## src/rtl/pc_sequencer.sv

```systemverilog
// pc_sequencer
//   Fetch-stage program-counter sequencer for the pipelined MIPS core.
//   Owns the PC register. Computes the next fetch PC every cycle from:
//     - sequential flow
//     - stalls
//     - control transfers resolved in the decode (D) stage, which follow
//       MIPS delay-slot semantics
//   Flags fetch address faults combinationally. Can also keep a circular
//   return-address stack (RAS) for checking `jr $ra` targets.
//
// Optional feature macro: PC_SEQ_RAS_EN
//   Defined   -> RAS storage plus ras_top / ras_count / ret_mismatch.
//   Undefined -> those outputs are tied to 0. The ports remain.
//
// Ports
//   clk            in   rising-edge clock
//   reset          in   synchronous active-high reset
//   stall          in   hold PC and RAS; redirect ignored while high
//   redirect_valid in   D stage holds a control-transfer instruction
//   npc_op         in   00 seq, 01 branch, 10 j/jal, 11 jr/jalr
//   branch_taken   in   branch condition (npc_op = 01 only)
//   d_pc           in   PC of the instruction in D
//   imm26          in   instruction index; low 16 bits = branch offset
//   ra             in   forwarded register value for jr/jalr
//   is_call        in   instruction links (jal/jalr)
//   is_ret         in   instruction is jr $ra
//   pc             out  current fetch PC (registered)
//   pc4            out  pc + 4 (combinational)
//   pc_fault       out  fetch fault on current pc (combinational)
//   ras_top        out  top RAS entry, 0 when empty
//   ras_count      out  number of valid RAS entries
//   ret_mismatch   out  one-cycle pulse: return target disagreed with RAS
module pc_sequencer #(
  parameter logic [31:0] RESET_PC   = 32'h0000_3000,
  parameter int          IMEM_BYTES = 16384,
  parameter int          RAS_DEPTH  = 8,
  localparam int         CW         = $clog2(RAS_DEPTH) + 1
) (
  input  logic          clk,
  input  logic          reset,
  input  logic          stall,
  input  logic          redirect_valid,
  input  logic [1:0]    npc_op,
  input  logic          branch_taken,
  input  logic [31:0]   d_pc,
  input  logic [25:0]   imm26,
  input  logic [31:0]   ra,
  input  logic          is_call,
  input  logic          is_ret,
  output logic [31:0]   pc,
  output logic [31:0]   pc4,
  output logic          pc_fault,
  output logic [31:0]   ras_top,
  output logic [CW-1:0] ras_count,
  output logic          ret_mismatch
);

  // The upper bound is computed at 33 bits so that a window ending exactly
  // at 2^32 cannot wrap to zero.
  localparam logic [32:0] PC_LIMIT = {1'b0, RESET_PC} + 33'(IMEM_BYTES);

  logic        accept;
  logic [31:0] d_pc4;
  logic [31:0] br_off;
  logic [31:0] next_pc;

  assign accept = redirect_valid & ~stall;
  assign d_pc4  = d_pc + 32'd4;
  assign br_off = {{14{imm26[15]}}, imm26[15:0], 2'b00};
  assign pc4    = pc + 32'd4;

  // In the delay slot, pc already equals d_pc+4, so "not taken" and
  // "sequential" both simply continue from pc.
  always_comb begin
    next_pc = pc4;
    if (accept) begin
      case (npc_op)
        2'b01:   next_pc = branch_taken ? (d_pc4 + br_off) : pc4;
        2'b10:   next_pc = {d_pc4[31:28], imm26, 2'b00};
        2'b11:   next_pc = ra;
        default: next_pc = pc4;
      endcase
    end
  end

  always_ff @(posedge clk) begin
    if (reset)
      pc <= RESET_PC;
    else if (!stall)
      pc <= next_pc;
  end

  assign pc_fault = (pc[1:0] != 2'b00) || (pc < RESET_PC) ||
                    ({1'b0, pc} >= PC_LIMIT);

`ifdef PC_SEQ_RAS_EN
  localparam int PW = $clog2(RAS_DEPTH);

  logic [31:0]   stack [RAS_DEPTH];
  logic [PW-1:0] top_ptr;
  logic [CW-1:0] count;
  logic          push;
  logic          pop;
  logic          empty;
  logic          full;
  logic [31:0]   link;

  assign push  = accept && is_call && npc_op[1];
  assign pop   = accept && is_ret && (npc_op == 2'b11);
  assign empty = (count == '0);
  assign full  = (count == CW'(RAS_DEPTH));
  assign link  = d_pc + 32'd8;

  // top_ptr always names the newest entry. A push advances it circularly.
  // When the stack is full, that advance lands on the oldest entry and
  // overwrites it. A simultaneous push+pop rewrites the top in place.
  always_ff @(posedge clk) begin
    if (reset) begin
      top_ptr      <= '0;
      count        <= '0;
      ret_mismatch <= 1'b0;
    end else begin
      ret_mismatch <= pop && (empty || (stack[top_ptr] != ra));
      if (push && !pop) begin
        top_ptr <= top_ptr + 1'b1;
        if (!full)
          count <= count + 1'b1;
      end else if (pop && !push && !empty) begin
        top_ptr <= top_ptr - 1'b1;
        count   <= count - 1'b1;
      end
    end
  end

  // Storage needs no reset: entries are only visible below count.
  always_ff @(posedge clk) begin
    if (!reset) begin
      if (push && !pop)
        stack[top_ptr + 1'b1] <= link;
      else if (push && pop)
        stack[top_ptr] <= link;
    end
  end

  assign ras_top   = empty ? 32'd0 : stack[top_ptr];
  assign ras_count = count;
`else
  logic unused_ras;

  assign unused_ras   = ^{is_call, is_ret};
  assign ras_top      = 32'd0;
  assign ras_count    = '0;
  assign ret_mismatch = 1'b0;
`endif

endmodule

```

## config.mk

```make
export PLATFORM = sky130hd
export DESIGN_NAME = pc_sequencer
export DESIGN_NICKNAME = d
export VERILOG_FILES = /design/src/rtl/pc_sequencer.sv
export SDC_FILE = /design/constraint.sdc
export NUM_CORES = 1
export LEC_CHECK = 0
export CAP_MARGIN = 20
export CORE_MARGIN = 8
export CORE_UTILIZATION = 45
export DETAILED_ROUTE_END_ITERATION = 10
export DONT_BUFFER_PORTS = 1
export PLACE_DENSITY_LB_ADDON = 0.05
export SETUP_SLACK_MARGIN = 0.4
export SLEW_MARGIN = 0
export SYNTH_ARGS = -nofsm -noshare
export SYNTH_HDL_FRONTEND = slang
export SYNTH_SLANG_ARGS = --single-unit
```

## constraint.sdc

```tcl
create_clock -name clk -period 5.6 [get_ports clk]
set_clock_uncertainty 0.2 [all_clocks]
set_input_delay 0.84 -clock clk [delete_from_list [all_inputs] [get_ports clk]]
set_output_delay 0.84 -clock clk [all_outputs]
set_load 0.02 [all_outputs]
```

# --- Word level (Yosys, flattened, before mapping) ---
# Index checks and enable logic that the tools add are counted.
word_totals:
  register_bits: 32
  input_bits: 99
  out_inout_bits: 102
  wordCells: 17
op_classes:
  n_addsub: 3
  order_cmp: 2
  eq_ne: 3
  mux: 3
  bitwise: 2
  n_reduce_logical: 3
ops:
  columns: ["cell", "n"]
  rows:
  - ["32-bit one-hot mux with 3 select lines", 1]
  - ["32-bit by 3-bit adder with 32-bit output (second input constant)", 2]
  - ["32-bit 2-to-1 mux", 2]
  - ["32-bit adder", 1]
  - ["32-bit by 15-bit >= comparator with 1-bit output (second input constant)", 1]
  - ["32-bit by 14-bit < comparator with 1-bit output (second input constant)", 1]
  - ["2-bit equality test (second input constant)", 2]
  - ["2-bit by 1-bit equality test with 1-bit output (second input constant)", 1]
  - ["1-bit logical OR", 2]
  - ["2-bit nonzero test", 1]
  - ["1-bit AND", 1]
  - ["1-bit NOT", 1]

# --- Longest topological paths before layout ---
# Gate-level depths: netlist of the first run.
depth:
  depth_word: 5
  depth_mapped: 16
  mapped_depth_nobuf: 14

# --- Worst setup path after synthesis of the first run ---
# OpenSTA, ideal clock, no wires.
synth_timing:
  path_type: "input -> register"
  startpoint: "in d_pc[9]"
  endpoint: "reg pc[31]"
  setup_ns: 0.124
  t_arrival_ns: 3.644
  setup_slack_ns: 1.632
  path_stages: 15
  path_buffers: 1
  cell_sequence: "nand4_1 > nor3_1 > and2_1 > and3_1 > xor2_1 > ha_1 > clkbuf_1 > nand2_1 > o211ai_1 > a221oi_1 > o41a_1 > a31oi_1 > xnor2_1 > a221oi_1 > o21ai_1"
synth_between:
  elab_chain_len: 5
synth_rtl:
  columns: ["element", "line", "source"]
  rows:
  - ["start: declaration", "45", "input logic [31:0] d_pc,"]
  - ["32-bit by 3-bit adder with 32-bit output *", "68", "assign d_pc4 = d_pc + 32'd4;"]
  - ["32-bit adder", "78", "2'b01: next_pc = branch_taken ? (d_pc4 + br_off) : pc4;"]
  - ["32-bit 2-to-1 mux", "78", null]
  - ["32-bit one-hot mux with 3 select lines *", "77", "case (npc_op)"]
  - ["32-bit 2-to-1 mux *", "76", "if (accept) begin"]
  - ["end signal: assignment", "90", "pc <= next_pc;"]
  - ["end: declaration", "50", "output logic [31:0] pc,"]
# Mark *: on every way between the ends. The rest lies on a longest branch, timed or not.
# A chain may end at the register's enable or synchronous reset.

# --- Final worst setup path of the first run ---
layout_timing:
  startpoint: "in d_pc[13]"
  endpoint: "reg pc[31]"
# The elaborated chain is that of the path after synthesis.

==> results.toml, run 1 <==
[finish]
most_frequent_standard_cell_in_the_layout_excluding_fill_and_tap_cells = "nand2_1"
final_layout_size_suffix_gt1_share_pct = 7.260
largest_register_ff_count = 32
design.final.nets = 867
largest_regs = "pc x32"
area_growth_syn_to_layout_pct = 1.248
max_flop_register = "pc"
layout.cells.most_common_list = "nand2_1, o21ai_0, xnor2_1"

[placed_design]
placement.io_buffers = 0
dp.final_hpwl_mm = 15.63
placement.setup.worst_slack_ps = 1504
gpl.final_weighted_congestion = 0.8824

[drt]
routedWlPerCell_um = 21.85
detailedRoute.firstPassIterationCount = 6
detail_route.vias_per_cell = 6.239
drt_iter0_drc = 583
num_vias = 5478
route.final.wire_length_mm = 19.18
drtAntennaViolNets = 0
drc_errors = 0

[synthesis]
synthesis.yosys.warnings = 0
yosys_cell_types = 77
syn-mean-instance-area_um2 = 7.180
synth.ff_latch_count = 32
synth_enable_flop_cells = 0
postSynth.topFlopCell = "dfxtp_1"
syn_inst = 754
synth_largest_area_cell = "dfxtp_1"
ys_seq_area_share_pct = 11.83
synth_top_cell_area_share_pct = 11.83
synth_area_mm2 = 0.005414
share_of_async_settable_or_async_resettable_flops_after_synthesis_pct = 0
synth.area.top_cells = "dfxtp_1, xnor2_1, ha_1"

[timing]
max-slew-margin-rel_pct = 35.34
post-route-worst-setup-slack_ps = 1737
final_hold_viol_count = 0
grt_setup_unrepaired = "no"
fmax_mhz = 258.8
setup_viol_count_final = 0
fin_crit_sh_pct = 68.99
timing_max_transition_violations_final = 0
worst_pin_slew_ps = 966.4
min_period_ps = 3863
timing.setup.tns_ps = 0

[grt]
initial_antenna_violation_count = 3
grt_max_degree = 43
grt_overflow_total = 0
first_pass_grt_wire_length_mm = 30.04
gr-usage-all-layers_pct = 23.28
via_count_of_the_first_global_routing_pass = 5317

[die]
die_width_um = 125.7
pin_count = 201
start_util_pct = 45.64
full_die_area_mm2 = 0.01580
design.core.area_mm2 = 0.01186
floorplan.rows = 40
die_span_y_um = 125.7

[pwr]
power_leakage_nw = 2.189
design_power_total_w = 0.0009667
power.density_mw_per_mm2 = 176.4
ir_drop_v = 0.00009607

[setup_path]
crit_path_start_kind = "input port"
r2r_slack_ps = 2430
worst_setup_path_end_kind = "register"
cp_max_fo = 9
reg2reg_from = "pc[2]$_SDFFE_PP0N_"
path_depth = 14
worstPathArrival_ps = 3820
critical_setup_path_kind = "input port to register"
timing.rr.end = "pc[24]$_SDFFE_PP0N_"
cp.required_ps = 5560
critical_path.max_stage_delay_ps = 350
critical-path-slowest-cell = "ha_1"
timing.critical_path.max_delay_family = "simple AND/OR/NAND/NOR gates"
path_cells = "and4_1, and2_1, and2_1, and3_1, xor2_1, ha_1, nand2_1, o211ai_1, a221oi_1, o41a_1, a31oi_1, xnor2_1, a221oi_1, o21ai_1"
worst-r2r-cell-count = 9
path_buf_inv = 0

[clock_tree]
cts_resized = 0
clockBufferDepth = 2
clock-root-buffer = "clkbuf_16"
cts_buf_count = 5
insertion_delay_ps = 280
clock_sink_count = 32
cts.reportedPaths.clkPinSlew_ps = 60
cts_tree = "done"
cts.htree.levels = 2
cts.hold.buffers_added = 0
post-cts-setup-buffers = 0

[hold_path]
holdCritPathClass = "input port to register"
timing.hold.worst_endpoint = "pc[15]$_SDFFE_PP0N_"
holdPathStages = 1
min-delay-start = "reset"

[status]
result_of_the_run = "finished clean"

[run]
max-cap-violations = 0
-- kinds of logic (layout without fill, tap and decap cells) --
kind of cell	after synthesis	count (layout)	synth area share (%)
simple gates	265	265	25.40
compound gates	221	221	27.18
buf+inv	98	38	9.591
xor+xnor	75	75	12.13
fa+ha+maj	38	38	8.921
flops	32	32	11.83
mux	24	24	4.876
other cells	1	38	0.06927
-- layout make-up --
type | count | area (um^2)
repair buffers | 4 | 30.03
diodes | 1 | 2.502
clock inverters | 1 | 5.005
multi-input cells | 660 | 4389
fillers | 1238 | 6380
inverters | 27 | 101.3
clock buffers | 6 | 128.9
well taps | 147 | 183.9
flip-flops and latches | 32 | 640.6
-- cell usage after synthesis (5+ instances only) --
master,number
o21a_1,11
buf_4,39
nand4_1,24
and2_1,7
a211oi_1,10
nand2b_1,10
nor2b_1,9
mux2_2,19
o21bai_1,5
and3_1,10
a21oi_1,46
and4_1,5
nand2_1,88
ha_1,37
o221ai_1,5
dfxtp_1,32
inv_1,27
xnor2_1,53
nor4_1,7
nor3_1,14
mux2i_1,5
a221oi_1,6
o211ai_1,7
nor2_1,40
xor2_1,22
o21ai_0,56
a31oi_1,11
nand3_1,29
a21o_1,17
clkbuf_1,25
-- worst max path at each step --
stage	startpoint	slack (ps)	endpoint
5_1_grt	d_pc[2]	1500	pc[25]$_SDFFE_PP0N_
3_5_place_dp	d_pc[13]	1500	pc[31]$_SDFFE_PP0N_
4_1_cts	d_pc[2]	1760	pc[25]$_SDFFE_PP0N_
6_report	d_pc[13]	1740	pc[31]$_SDFFE_PP0N_
3_3_place_gp	d_pc[13]	1490	pc[31]$_SDFFE_PP0N_
2_1_floorplan	d_pc[9]	1630	pc[31]$_SDFFE_PP0N_
-- power by group --
part / internal, W / switching [W]
Clock: 0.000161 / 0.000100
Combinational: 0.000156 / 0.000258
Sequential: 0.000243 / 0.0000475
-- per-layer routing --
metal / GRT usage, % / wire length [um] / vias up
met4: 5.587 / 345 / 4
met3: 6.709 / 1909 / 24
li1: - / - / 2646
met2: 36.30 / 8505 / 257
met5: 0 / 22 / -
met1: 30.83 / 8400 / 2547
-- through the flow --
step                cell area (um^2)  util [%]  hold WS [ps]  std cells
floorplan                       5549         -         353.4        790
global placement                5345     45.06         419.3        870
detailed placement              5345     45.06         418.8        870
CTS                             5479     46.19         422.7        877
global route                    5482     46.21         419.3        878
finish                          5482     46.21         431.3        878
Power figures use the tool's default switching activity.
==> inputs of run 2 (changes only) <==
==> constraint.sdc (replaced) <==
create_clock -name clk -period 3.9 [get_ports clk]
set_clock_uncertainty 0.2 [all_clocks]
set_input_delay 0.585 -clock clk [delete_from_list [all_inputs] [get_ports clk]]
set_output_delay 0.585 -clock clk [all_outputs]
set_load 0.02 [all_outputs]
==> run 2 against run 1 <==
  * Sequential power increased by 44%
  * Global-route usage is 0.18 points lower
  * Die area stayed put
  * Register-to-register slack worse by 1500 ps
  * Power up 50%
  * Design area is 5.5% higher
  * Largest power group unchanged
  * Routed wire length increased by 0.16%
  * Critical path depth shrank 8
  * Clock power is 54% higher
  * Sequential cell count stayed put
==> results.toml, run 2 (synthesis gave the netlist of run 1 again) <==
[placed_design]
dp.final_hpwl_mm = 15.56
dp_cells = 884
gpl.final_weighted_congestion = 0.8676
placement.io_buffers = 0

[pwr]
power_leakage_nw = 2.337
design_power_total_w = 0.001453
power.density_mw_per_mm2 = 251.4
ir_drop_v = 0.0001602

[timing]
min_period_ps = 3368
fin_crit_sh_pct = 86.35
timing.setup.tns_ps = 0
fmax_mhz = 296.9
grt_setup_unrepaired = "no"
final_hold_viol_count = 0
timing_max_transition_violations_final = 0
worst_pin_slew_ps = 785.9
setup_viol_count_final = 0
max-slew-margin-rel_pct = 47.23

[setup_path]
path_cells = "and4_2, nand4_4, or3_1, nor3_2, xor2_2, buf_4"
worst_setup_path_end_kind = "output port"
crit_path_start_kind = "register"
critical_setup_path_kind = "register to output port"
critical_path.max_stage_delay_ps = 580
worstPathArrival_ps = 2580
cp_max_fo = 7
path_buf_inv = 1
critical-path-slowest-cell = "dfxtp_1"
cp.required_ps = 3120
timing.critical_path.max_delay_family = "simple AND/OR/NAND/NOR gates"

[clock_tree]
cts_tree = "done"
clockBufferDepth = 2
cts.reportedPaths.clkPinSlew_ps = 60
clock_sink_count = 32
cts.hold.buffers_added = 0
insertion_delay_ps = 280
clock-root-buffer = "clkbuf_16"
cts.htree.levels = 2
cts_buf_count = 5

[drt]
detailedRoute.firstPassIterationCount = 5
num_vias = 5522
drt_iter0_drc = 424
detail_route.vias_per_cell = 6.170
routedWlPerCell_um = 21.47
route.final.wire_length_mm = 19.21
drc_errors = 0
drtAntennaViolNets = 0

[finish]
largest_register_ff_count = 32
non_filler_cells_final = 895
layout.cells.most_common_list = "nand2_1, o21ai_0, xnor2_1"
largest_regs = "pc x32"
area_growth_syn_to_layout_pct = 6.771
final_layout_size_suffix_gt1_share_pct = 13.37
fill_cells = 1224
most_frequent_standard_cell_in_the_layout_excluding_fill_and_tap_cells = "nand2_1"
number_of_inserted_diodes = 0
max_flop_register = "pc"
design.final.nets = 884

[grt]
initial_antenna_violation_count = 0
via_count_of_the_first_global_routing_pass = 5353
grt_overflow_total = 0
first_pass_grt_wire_length_mm = 29.81
grt_max_degree = 43
gr-usage-all-layers_pct = 23.10

[hold_path]
holdCritPathClass = "input port to register"

[status]
result_of_the_run = "finished clean"

[die]
floorplan.rows = 40
die_span_y_um = 125.7
design.core.area_mm2 = 0.01186
die_width_um = 125.7
start_util_pct = 45.64
full_die_area_mm2 = 0.01580
pin_count = 201

[run]
max-cap-violations = 0
## run 2: per-stage QoR
step	util, %	setup slack [ps]	area, um^2	hold slack, ps
2_1_floorplan	-	410.4	5574	353.4
3_3_place_gp	46.14	188.4	5473	414.1
3_5_place_dp	46.14	175.2	5473	413.7
4_1_cts	47.42	413.8	5624	162.1
5_1_grt	48.73	384.4	5781	166.4
6_report	48.73	532.3	5781	173.2
## run 2: final timing paths
kind	startpoint	end	slack (ps)	cells after the start
setup reg to reg	pc[2]$_SDFFE_PP0N_	pc[20]$_SDFFE_PP0N_	910	8
hold / removal	reset	pc[15]$_SDFFE_PP0N_	170	1
setup / recovery	pc[16]$_SDFFE_PP0N_	pc4[31]	530	6
hold reg to reg	pc[21]$_SDFFE_PP0N_	pc[21]$_SDFFE_PP0N_	420	1
## run 2: final cells by class
type | instances | area [um^2] | area share (%)
Clock buffer | 7 | 142.6 | 2.468
Sequential cell | 32 | 648.1 | 11.21
Timing Repair Buffer | 21 | 157.7 | 2.727
Tap cell | 147 | 183.9 | 3.182
Clock inverter | 1 | 7.507 | 0.1299
Inverter | 27 | 101.3 | 1.753
Multi-Input combinational cell | 660 | 4539 | 78.53
## run 2: where the power goes
part	internal, W	switching, W
clock	0.000254	0.000150
combinational	0.000248	0.000384
sequential	0.000350	0.0000674
## run 2: worst reg2reg max path: stages, from the launching register on
cell     delay (ps)
dfxtp_1         510
ha_1            310
and4_1          340
and3_1          280
nand4_1         130
xnor2_1         670
a221o_1         280
a21oi_1          40
o21ai_0         160
## run 2: routing by layer
layer,vias up,wire length [um],GRT usage (%)
li1,2674,-,-
met1,2588,8410,30.36
met2,238,8602,35.66
met3,22,1846,6.709
met4,0,353,6.877
met5,-,0,0
## run 2: what timing repair did
action                                  4_1_cts  5_1_grt
hold endpoints to repair                      0        0
endpoints found under the setup margin        1       10
pin swaps                                     0       10
setup buffers                                 0        3
resized for setup                             1       27
